File: config.mk
export PLATFORM = sky130hd
export DESIGN_NAME = capture_sequencer_flat
export DESIGN_NICKNAME = d
export VERILOG_FILES = /design/src/rtl/capture_sequencer_if.sv /design/src/rtl/capture_sequencer.sv /design/src/flat_wrapper.sv
export SDC_FILE = /design/constraint.sdc
export NUM_CORES = 1
export LEC_CHECK = 0
export CORE_MARGIN = 3
export CORE_UTILIZATION = 57
export DETAILED_ROUTE_END_ITERATION = 10
export PLACE_DENSITY = 0.91
export SLEW_MARGIN = 25
export SYNTH_ARGS = -nofsm -noshare
export SYNTH_HDL_FRONTEND = slang
export SYNTH_SLANG_ARGS = --single-unit
File: constraint.sdc
create_clock -name adcClk -period 3.85 [get_ports adcClk]
set_input_delay 0.77 -clock adcClk [delete_from_list [all_inputs] [get_ports adcClk]]
set_output_delay 0.77 -clock adcClk [all_outputs]
set_load 0.01 [all_outputs]
File: src/rtl/capture_sequencer_if.sv
// rtl/capture_sequencer_if.sv - bus bundle between the decimators, the sequencer and the DSP side
//
// Groups every non-clock signal of capture_sequencer.
//   slave  : the sequencer. It receives the channel samples, valids and controls,
//            and drives the RAM write port and status.
//   master : the surrounding logic. It drives the samples and controls, and
//            observes the write port and status.
// Channel inputs : chanA..chanD, chanAvalid..chanDvalid
// Controls       : arm, abort, force_trig, ack, threshold
// RAM write port : wr_en, wr_addr, wr_data
// Status         : data_rdy, busy, overrun, trig_chan, state
interface capture_sequencer_if #(
   parameter int ADDR_W = 12,
   parameter int DATA_W = 16
);
   logic [DATA_W-1:0] chanA;
   logic [DATA_W-1:0] chanB;
   logic [DATA_W-1:0] chanC;
   logic [DATA_W-1:0] chanD;
   logic              chanAvalid;
   logic              chanBvalid;
   logic              chanCvalid;
   logic              chanDvalid;
   logic              arm;
   logic              abort;
   logic              force_trig;
   logic              ack;
   logic [14:0]       threshold;
   logic              wr_en;
   logic [ADDR_W-1:0] wr_addr;
   logic [DATA_W-1:0] wr_data;
   logic              data_rdy;
   logic              busy;
   logic [3:0]        overrun;
   logic [3:0]        trig_chan;
   logic [1:0]        state;

   modport master (
      output chanA, chanB, chanC, chanD,
      output chanAvalid, chanBvalid, chanCvalid, chanDvalid,
      output arm, abort, force_trig, ack, threshold,
      input  wr_en, wr_addr, wr_data, data_rdy, busy, overrun, trig_chan, state
   );

   modport slave (
      input  chanA, chanB, chanC, chanD,
      input  chanAvalid, chanBvalid, chanCvalid, chanDvalid,
      input  arm, abort, force_trig, ack, threshold,
      output wr_en, wr_addr, wr_data, data_rdy, busy, overrun, trig_chan, state
   );
endinterface

File: src/rtl/capture_sequencer.sv
// rtl/capture_sequencer.sv - triggered four-channel capture into one shared sample RAM
//
// Waits for arm, then for a magnitude trigger (or force_trig). It then collects
// NUM_FRAMES samples per channel into the RAM through a single round-robin
// write port. Each sample is stored at address {frame, chan}.
// Ports:
//   adcClk : sample clock. All logic runs on its rising edge.
//   rst    : asynchronous reset, active low.
//   bus    : capture_sequencer_if.slave. It carries the channel samples and
//            valids, the controls (arm, abort, force_trig, ack, threshold),
//            the RAM write port (wr_en, wr_addr, wr_data) and the status
//            (data_rdy, busy, overrun, trig_chan, state).
module capture_sequencer #(
   parameter int ADDR_W     = 12,
   parameter int DATA_W     = 16,
   parameter int NUM_FRAMES = 1024
) (
   input logic                adcClk,
   input logic                rst,
   capture_sequencer_if.slave bus
);
   typedef enum logic [1:0] {IDLE = 2'd0, ARMED = 2'd1, CAPTURE = 2'd2, DONE = 2'd3} state_t;

   // The magnitude and the 15-bit threshold are compared at a common width.
   localparam int MAG_W = (DATA_W - 1 > 15) ? DATA_W - 1 : 15;
   localparam logic [ADDR_W-2:0] FRAMES = (ADDR_W - 1)'(NUM_FRAMES);

   state_t            stateReg;
   logic [DATA_W-1:0] holdReg     [4];
   logic [ADDR_W-2:0] sampleCount [4];
   logic [3:0]        pending;
   logic [1:0]        rrPtr;

   logic [DATA_W-1:0] chanData [4];
   logic [3:0]        chanValid;
   logic [3:0]        hitVec;
   logic              grantValid;
   logic [1:0]        grantIdx;
   logic [1:0]        cand;
   logic              allFull;

   // |x|, with the most negative code saturated to the largest positive one
   function automatic logic [DATA_W-2:0] magOf(input logic [DATA_W-1:0] s);
      logic [DATA_W-1:0] neg;
      neg = ~s + 1'b1;
      if (!s[DATA_W-1])
         magOf = s[DATA_W-2:0];
      else if (s[DATA_W-2:0] == '0)
         magOf = '1;
      else
         magOf = neg[DATA_W-2:0];
   endfunction

   always_comb begin
      chanData[0] = bus.chanA;
      chanData[1] = bus.chanB;
      chanData[2] = bus.chanC;
      chanData[3] = bus.chanD;
      chanValid   = {bus.chanDvalid, bus.chanCvalid, bus.chanBvalid, bus.chanAvalid};
   end

   always_comb begin
      hitVec = '0;
      for (int k = 0; k < 4; k++)
         hitVec[k] = chanValid[k] && (MAG_W'(magOf(chanData[k])) >= MAG_W'(bus.threshold));
   end

   // The scan runs from the farthest offset down to offset 0. The nearest
   // pending channel to rrPtr is therefore the last one assigned, and it wins.
   // The grant uses only the registered pending bits.
   always_comb begin
      grantValid = 1'b0;
      grantIdx   = rrPtr;
      cand       = rrPtr;
      for (int k = 3; k >= 0; k--) begin
         cand = rrPtr + 2'(k);
         if (pending[cand]) begin
            grantValid = 1'b1;
            grantIdx   = cand;
         end
      end
   end

   always_comb begin
      allFull = 1'b1;
      for (int k = 0; k < 4; k++)
         if (sampleCount[k] != FRAMES) allFull = 1'b0;
   end

   assign bus.state = stateReg;

   always_ff @(posedge adcClk or negedge rst) begin
      if (!rst) begin
         stateReg      <= IDLE;
         pending       <= '0;
         rrPtr         <= '0;
         bus.wr_en     <= 1'b0;
         bus.wr_addr   <= '0;
         bus.wr_data   <= '0;
         bus.data_rdy  <= 1'b0;
         bus.busy      <= 1'b0;
         bus.overrun   <= '0;
         bus.trig_chan <= '0;
         for (int k = 0; k < 4; k++) begin
            holdReg[k]     <= '0;
            sampleCount[k] <= '0;
         end
      end else begin
         bus.wr_en <= 1'b0;
         if (bus.abort) begin
            // overrun and trig_chan stay visible until the next arm.
            stateReg     <= IDLE;
            pending      <= '0;
            bus.data_rdy <= 1'b0;
            bus.busy     <= 1'b0;
         end else begin
            case (stateReg)
               IDLE: begin
                  if (bus.arm) begin
                     stateReg      <= ARMED;
                     bus.busy      <= 1'b1;
                     bus.overrun   <= '0;
                     bus.trig_chan <= '0;
                     pending       <= '0;
                     rrPtr         <= '0;
                     for (int k = 0; k < 4; k++) sampleCount[k] <= '0;
                  end
               end
               ARMED: begin
                  if ((|hitVec) || bus.force_trig) begin
                     stateReg      <= CAPTURE;
                     bus.trig_chan <= hitVec;
                     // Samples present in the trigger cycle become index 0.
                     for (int k = 0; k < 4; k++) begin
                        if (chanValid[k]) begin
                           holdReg[k] <= chanData[k];
                           pending[k] <= 1'b1;
                        end
                     end
                  end
               end
               CAPTURE: begin
                  if (allFull && pending == '0) begin
                     stateReg     <= DONE;
                     bus.data_rdy <= 1'b1;
                     bus.busy     <= 1'b0;
                  end else begin
                     if (grantValid) begin
                        bus.wr_en             <= 1'b1;
                        bus.wr_addr           <= {sampleCount[grantIdx][ADDR_W-3:0], grantIdx};
                        bus.wr_data           <= holdReg[grantIdx];
                        pending[grantIdx]     <= 1'b0;
                        sampleCount[grantIdx] <= sampleCount[grantIdx] + 1'b1;
                        rrPtr                 <= grantIdx + 2'd1;
                     end
                     // A granted channel still counts as pending this cycle,
                     // so a new sample on that channel is dropped.
                     for (int k = 0; k < 4; k++) begin
                        if (chanValid[k]) begin
                           if (pending[k])
                              bus.overrun[k] <= 1'b1;
                           else if (sampleCount[k] < FRAMES) begin
                              holdReg[k] <= chanData[k];
                              pending[k] <= 1'b1;
                           end
                        end
                     end
                  end
               end
               DONE: begin
                  if (bus.ack) begin
                     stateReg     <= IDLE;
                     bus.data_rdy <= 1'b0;
                  end
               end
               default: stateReg <= IDLE;
            endcase
         end
      end
   end
endmodule

File: src/flat_wrapper.sv
// flat-port wrapper written by rule: the top's interface ports become plain ports
module capture_sequencer_flat 
#(
   parameter int ADDR_W     = 12,
   parameter int DATA_W     = 16,
   parameter int NUM_FRAMES = 1024
)
  (adcClk, rst, bus_chanA, bus_chanB, bus_chanC, bus_chanD, bus_chanAvalid, bus_chanBvalid, bus_chanCvalid, bus_chanDvalid, bus_arm, bus_abort, bus_force_trig, bus_ack, bus_threshold, bus_wr_en, bus_wr_addr, bus_wr_data, bus_data_rdy, bus_busy, bus_overrun, bus_trig_chan, bus_state);
  capture_sequencer_if #(.ADDR_W(ADDR_W), .DATA_W(DATA_W)) bus_i ();
  input logic adcClk;
  input logic rst;
  input wire logic [$bits(bus_i.chanA)-1:0] bus_chanA;
  input wire logic [$bits(bus_i.chanB)-1:0] bus_chanB;
  input wire logic [$bits(bus_i.chanC)-1:0] bus_chanC;
  input wire logic [$bits(bus_i.chanD)-1:0] bus_chanD;
  input wire logic [$bits(bus_i.chanAvalid)-1:0] bus_chanAvalid;
  input wire logic [$bits(bus_i.chanBvalid)-1:0] bus_chanBvalid;
  input wire logic [$bits(bus_i.chanCvalid)-1:0] bus_chanCvalid;
  input wire logic [$bits(bus_i.chanDvalid)-1:0] bus_chanDvalid;
  input wire logic [$bits(bus_i.arm)-1:0] bus_arm;
  input wire logic [$bits(bus_i.abort)-1:0] bus_abort;
  input wire logic [$bits(bus_i.force_trig)-1:0] bus_force_trig;
  input wire logic [$bits(bus_i.ack)-1:0] bus_ack;
  input wire logic [$bits(bus_i.threshold)-1:0] bus_threshold;
  output wire logic [$bits(bus_i.wr_en)-1:0] bus_wr_en;
  output wire logic [$bits(bus_i.wr_addr)-1:0] bus_wr_addr;
  output wire logic [$bits(bus_i.wr_data)-1:0] bus_wr_data;
  output wire logic [$bits(bus_i.data_rdy)-1:0] bus_data_rdy;
  output wire logic [$bits(bus_i.busy)-1:0] bus_busy;
  output wire logic [$bits(bus_i.overrun)-1:0] bus_overrun;
  output wire logic [$bits(bus_i.trig_chan)-1:0] bus_trig_chan;
  output wire logic [$bits(bus_i.state)-1:0] bus_state;
  assign bus_i.chanA = bus_chanA;
  assign bus_i.chanB = bus_chanB;
  assign bus_i.chanC = bus_chanC;
  assign bus_i.chanD = bus_chanD;
  assign bus_i.chanAvalid = bus_chanAvalid;
  assign bus_i.chanBvalid = bus_chanBvalid;
  assign bus_i.chanCvalid = bus_chanCvalid;
  assign bus_i.chanDvalid = bus_chanDvalid;
  assign bus_i.arm = bus_arm;
  assign bus_i.abort = bus_abort;
  assign bus_i.force_trig = bus_force_trig;
  assign bus_i.ack = bus_ack;
  assign bus_i.threshold = bus_threshold;
  assign bus_wr_en = bus_i.wr_en;
  assign bus_wr_addr = bus_i.wr_addr;
  assign bus_wr_data = bus_i.wr_data;
  assign bus_data_rdy = bus_i.data_rdy;
  assign bus_busy = bus_i.busy;
  assign bus_overrun = bus_i.overrun;
  assign bus_trig_chan = bus_i.trig_chan;
  assign bus_state = bus_i.state;
  capture_sequencer #(.ADDR_W(ADDR_W), .DATA_W(DATA_W), .NUM_FRAMES(NUM_FRAMES)) u_core (.adcClk(adcClk), .rst(rst), .bus(bus_i));
endmodule
==> impl_metrics.tcl <==
set metrics [dict create \
    worstMarginPinSlew_ns 0.883 \
    rows 49 \
    hold_class "primary input to asynchronous set/reset pin" \
    grt_pass1_wl_um 63000 \
    io_pins 130 \
    grt_usage_pct 39.2 \
    synth-main-ff-cell "dfrtp_1" \
    synth_area_leaders "dfrtp_1 (36%), ha_1 (8.6%), nand2_1 (6.9%)" \
    netlist_instances 1269 \
    vdd_drop_max_mv 0.336 \
    wl_um 42900 \
    area_delta_synth_final_pct 36.0 \
    gr-max-usage-layer "met2" \
    clkPwrFrac_pct 23.1 \
    crit_arrival_ns 5.66 \
    die-height_um 143 \
    outcome "complete, but fails checks" \
    overflow 0 \
    final.min_clock_period_ns 5.34 \
    cp-start-kind "primary input" \
    clock_skew_ns 0.0141 \
    yosys-top-cells-count "nand2_1 (199), dfrtp_1 (155), o21ai_0 (149)" \
    synth_edf_count 0 \
    die_x_um 143 \
    synth_top_area_share_pct 36.0 \
    drt_iter0_markers 2058 \
    synth.most_common_cell "nand2_1" \
    r2r-end "u_core.sampleCount[39]" \
    tns_ns -104.94 \
    design.core.area_mm2 0.0183 \
    clock_path_buffers 2 \
    switching_power_mw 2.93 \
    cts_tree "built" \
    power_density_mw_per_mm2 498 \
    comb_power_share_pct 43.9 \
    antenna_found_initial 0 \
    total_leakage_power_nw 6.55 \
    fmax_mhz 187 \
    met1_usage_pct 46.5 \
    crit_fanout 8 \
    grt.met3_usage_pct 10.1 \
    final_max_slew_viol_count 0 \
    cts.sinks 155 \
    grt_pass1_vias 11900 \
    final_util_pct 80.1 \
    diodes 0 \
    gp_congestion 0.975 \
    final_hold_viol_count 0 \
    numCtsBuffers 17 \
    rr_worst_depth 13 \
    end_kind "flip-flop" \
    crit_required_ns 4.17 \
    ctsRootBufferMaster "clkbuf_16" \
    ant_nets 0 \
    async_flop_share_pct 100 \
    ys_ff_latch 155 \
    violations "setup timing" \
    internal-power_mw 4.37 \
    drc 0 \
    finalSetupViolations 74 \
    synth.distinct_cells 80 \
    r2r_slack_ns 0.21 \
    syn-num-nets 1432 \
    min_period_over_period_pct 139 \
    vias 12500 \
    synth_top_cell_by_area "dfrtp_1" \
    clk_pin_slew_worst_paths_ns 0.07 \
    cap_violations 0 \
    start_util_pct 58.9 \
    fin_ws_ns -1.49 \
    dieArea_mm2 0.0206 \
    numPortBuffers 129 \
    wire_per_inst_um 24.0 \
    worstSkewPairLatency_ns 0.45 \
    drive_above_1_share_pct 23.6 \
    fin_nets 1712 \
    r2r-start "u_core.pending[0]" \
    post_drt_via_cell_ratio 6.98 \
    grt_use_met2_pct 63.5 \
    yosysWarnings 0 \
    path_class "primary input to flip-flop" \
    grt_max_degree 95 \
    firstDrtPassIters 9 \
    seq_power_share_pct 33.0 \
    syn_area_per_cell_um2 8.48 \
    synth_seq_area_share_pct 36.0 \
    sw_frac_of_total_pct 40.2 \
    hpwlAfterDp_um 27300 \
    cts-htree-levels 4 \
    synth_area_mm2 0.0108 \
    rsz0062_at_grt "yes" \
    slew-limit-headroom_pct 41.2 \
]
[cell type report]
cell class | instances | area (um2)
multi-input cells | 1004 | 6750
fillers | 1045 | 3630
flip-flops and latches | 155 | 3880
clock buffers | 19 | 433
inverters | 41 | 176
repair buffers | 330 | 2970
clock inverters | 13 | 145
well taps | 229 | 287
[metrics by stage]
stage	setup WS, ns	hold WS [ns]	instances	area [um2]	power, mW
4_1_cts	-1.38	0.460	1781	14400	6.93
5_1_grt	-1.54	0.494	1791	14600	7.52
6_report	-1.49	0.442	1791	14600	7.29
3_3_place_gp	-2.23	0.460	1734	13500	4.88
3_5_place_dp	-2.36	0.470	1734	13500	5.03
2_1_floorplan	-1.34	0.458	1269	10900	3.97
[sequential cells by signal, summed over array words and instances, names as in the netlist]
register              flops
u_core.sampleCount       44
u_core.pending            4
u_core.bus.state          2
u_core.bus.trig_chan      4
u_core.holdReg           64
u_core.bus.wr_data       16
u_core.bus.data_rdy       1
u_core.bus.overrun        4
u_core.rrPtr              2
u_core.bus.busy           1
u_core.bus.wr_addr       12
u_core.bus.wr_en          1
[cells by family after synthesis]
group	synth area share (%)
buffers and inverters	4.33
flip-flops	36.0
multiplexers	6.80
AND/OR/NAND/NOR	22.3
XOR/XNOR	0.325
adder cells (fa/ha/maj)	8.60
AO/OA/AOI/OAI	21.7
[critical path, cell delays in order]
cell	delay, ns
dlygate4sd2_1	0.26
or3_4	0.39
or2_4	0.24
or4_4	0.43
or4_4	0.55
buf_4	0.17
a21oi_1	0.18
ha_1	0.28
a21o_1	0.18
a21oi_1	0.26
o22ai_2	0.11
nor3_2	0.22
o31a_1	0.25
nor4bb_4	0.43
buf_12	0.16
buf_4	0.12
nor3_4	0.04
buf_12	0.15
buf_12	0.14
mux2_1	0.31
[routing by layer]
layer  share of wire, %  wire, um
met1                 35     15000
met2                 44     18900
met3                 12      5230
met4                8.9      3820
met5                  0         0
[layout by cell type (no fill, tap or decap), types with 8 or more instances in the layout]
cell type,instances
nor2_1,113
buf_4,182
o311ai_0,12
nor4_1,9
dfrtp_1,154
clkbuf_16,18
nor3_1,15
or3_1,15
ha_1,72
o21ai_1,19
nand3_1,46
buf_6,11
a221o_1,13
o21ai_0,129
a32oi_1,8
inv_1,36
nor2b_1,12
mux2_4,11
mux2_2,53
a31oi_1,10
a22o_1,14
nand2_1,197
nand4_1,15
o41ai_1,10
a21o_1,11
o31ai_1,10
clkdlybuf4s50_1,121
a21oi_1,49
[timing repair]
action | 4_1_cts | 5_1_grt
buffers inserted | 15 | 11
gates resized for setup | 63 | 41
gates cloned | 2 | 1
hold buffers | 0 | 0
pin swaps | 27 | 18
setup endpoints to repair | 74 | 86
[worst max path at each step]
| stage | startpoint | to | cells past startpoint |
|---|---|---|---|
| finish | bus_chanD[6] | u_core.holdReg[60] | 20 |
| floorplan | bus_chanB[0] | u_core.holdReg[48] | 20 |
| detailed placement | bus_chanB[0] | u_core.holdReg[28] | 23 |
| CTS | bus_chanB[0] | u_core.holdReg[13] | 24 |
| global route | bus_chanB[0] | u_core.holdReg[60] | 24 |
| global placement | bus_chanB[0] | u_core.holdReg[37] | 21 |
[power by group through the flow]
| stage | clock (mW) | sequential [mW] | combinational (mW) |
|---|---|---|---|
| after CTS | 1.66 | 2.34 | 2.93 |
| after global routing | 1.74 | 2.41 | 3.36 |
| final | 1.69 | 2.41 | 3.20 |
| after global placement | 0 | 2.33 | 2.55 |
| after floorplan | 0 | 2.28 | 1.69 |
| after detailed placement | 0 | 2.35 | 2.68 |
Power figures use the tool's default switching activity.
==> RTL edit: new RTL, config.mk and constraints unchanged <==
`DATA_W` is set to 16 in 3 places; all go to 32.
--- a/src/rtl/capture_sequencer_if.sv
+++ b/src/rtl/capture_sequencer_if.sv
@@ -13,3 +13,3 @@
    parameter int ADDR_W = 12,
-   parameter int DATA_W = 16
+   parameter int DATA_W = 32
 );
--- a/src/rtl/capture_sequencer.sv
+++ b/src/rtl/capture_sequencer.sv
@@ -14,3 +14,3 @@
    parameter int ADDR_W     = 12,
-   parameter int DATA_W     = 16,
+   parameter int DATA_W     = 32,
    parameter int NUM_FRAMES = 1024
--- a/src/flat_wrapper.sv
+++ b/src/flat_wrapper.sv
@@ -4,3 +4,3 @@
    parameter int ADDR_W     = 12,
-   parameter int DATA_W     = 16,
+   parameter int DATA_W     = 32,
    parameter int NUM_FRAMES = 1024
Ports: changed (5 resized); port bits go from 130 to 210. No check against the original RTL was run, so the function may have changed too.
==> RTL edit against the original RTL <==
The run now fails in global routing (5_1_grt). Area after synthesis grew 49%.
==> RTL edit: results <==
group,metric,value,unit
synthesis,synthesis.yosys.warnings,0,
synthesis,ys_dominant_reg_cell,"dfrtp_1",
synthesis,synth_sequential_area_ratio,0.3655,
run_status,run_status,"stopped before the end",
synthesis,synth.distinct_cells,86,
synthesis,synth-compound-area-share,0.1372,
synthesis,synth_seq_cells,235,
placement,gpl.final_weighted_congestion,1.143,
synthesis,synth_xor_area_frac,0.01524,
placement,portBuffers,209,
clock_network,ctsRootBufferMaster,"clkbuf_16",
floorplan,core.rowCount,60,
grt,track_usage,0.7686,
synthesis,number_of_flops_mapped_to_enable_cells_by_yosys,0,
synthesis,synth.mux.area_fraction,0.2028,
sta,worstEndpointType,"register input",
synthesis,ys_top_cells_by_count,"dfrtp_1 (235), nand2_1 (150), o21ai_0 (125), nor2_1 (102), mux2_2 (86)",
placement,dpl.hpwl,48.29,mm
run_status,last-stage-reached,"global routing (5_1_grt)",
synthesis,synth-adder-area-share,0.05754,
synthesis,synth-async-reset-ratio,1.000,
placement,place_area,20840,um2
clock_network,clock_path_buffers,3,
grt,globalRoute.totalOverflow,81,
synthesis,main_area_contributors_after_synthesis,"dfrtp_1 (37%), mux2_2 (6.0%), mux4_2 (6.0%), ha_1 (5.8%), mux2_4 (5.0%)",
sta,grt-worst-endpoint,"u_core.holdReg[21]$_DFFE_PN0P_/D",
grt,grt_max_degree,109,
run_status,error_line,"[ERROR GRT-0232] Routing congestion too high. Check the congestion heatmap in the GUI.",
clock_network,numCtsBuffers,25,
clock_network,htreeDepth,1,
synthesis,synthesis.nets,1827,
==> RTL edit: what timing repair did <==
action / CTS
cloned: 13
endpoints found under the setup margin: 138
resized for setup: 219
buffers inserted: 33
pin swaps: 57
==> RTL edit: per-layer routing <==
| metal | GRT usage | overflow |
|---|---|---|
| met5 | 0.3894 | 0 |
| met4 | 0.7631 | 36 |
| met3 | 0.7062 | 2 |
| met2 | 0.8832 | 43 |
| met1 | 0.7454 | 0 |
==> RTL edit: logic make-up after synthesis <==
kind of cell | Yosys count
simple gates | 559
compound gates | 345
flops | 235
mux | 230
buf+inv | 129
fa+ha+maj | 74
xor+xnor | 28
==> RTL edit: metrics by stage <==
| stage | utilization | cells | worst slack [ns] | hold slack, ns |
|---|---|---|---|---|
| CTS | 0.8382 | 2507 | -1.987 | 0.3421 |
| detailed placement | 0.7625 | 2418 | -3.167 | 0.4878 |
| global placement | 0.7625 | 2418 | -2.832 | 0.4641 |
| floorplan | - | 1600 | -2.010 | 0.4587 |
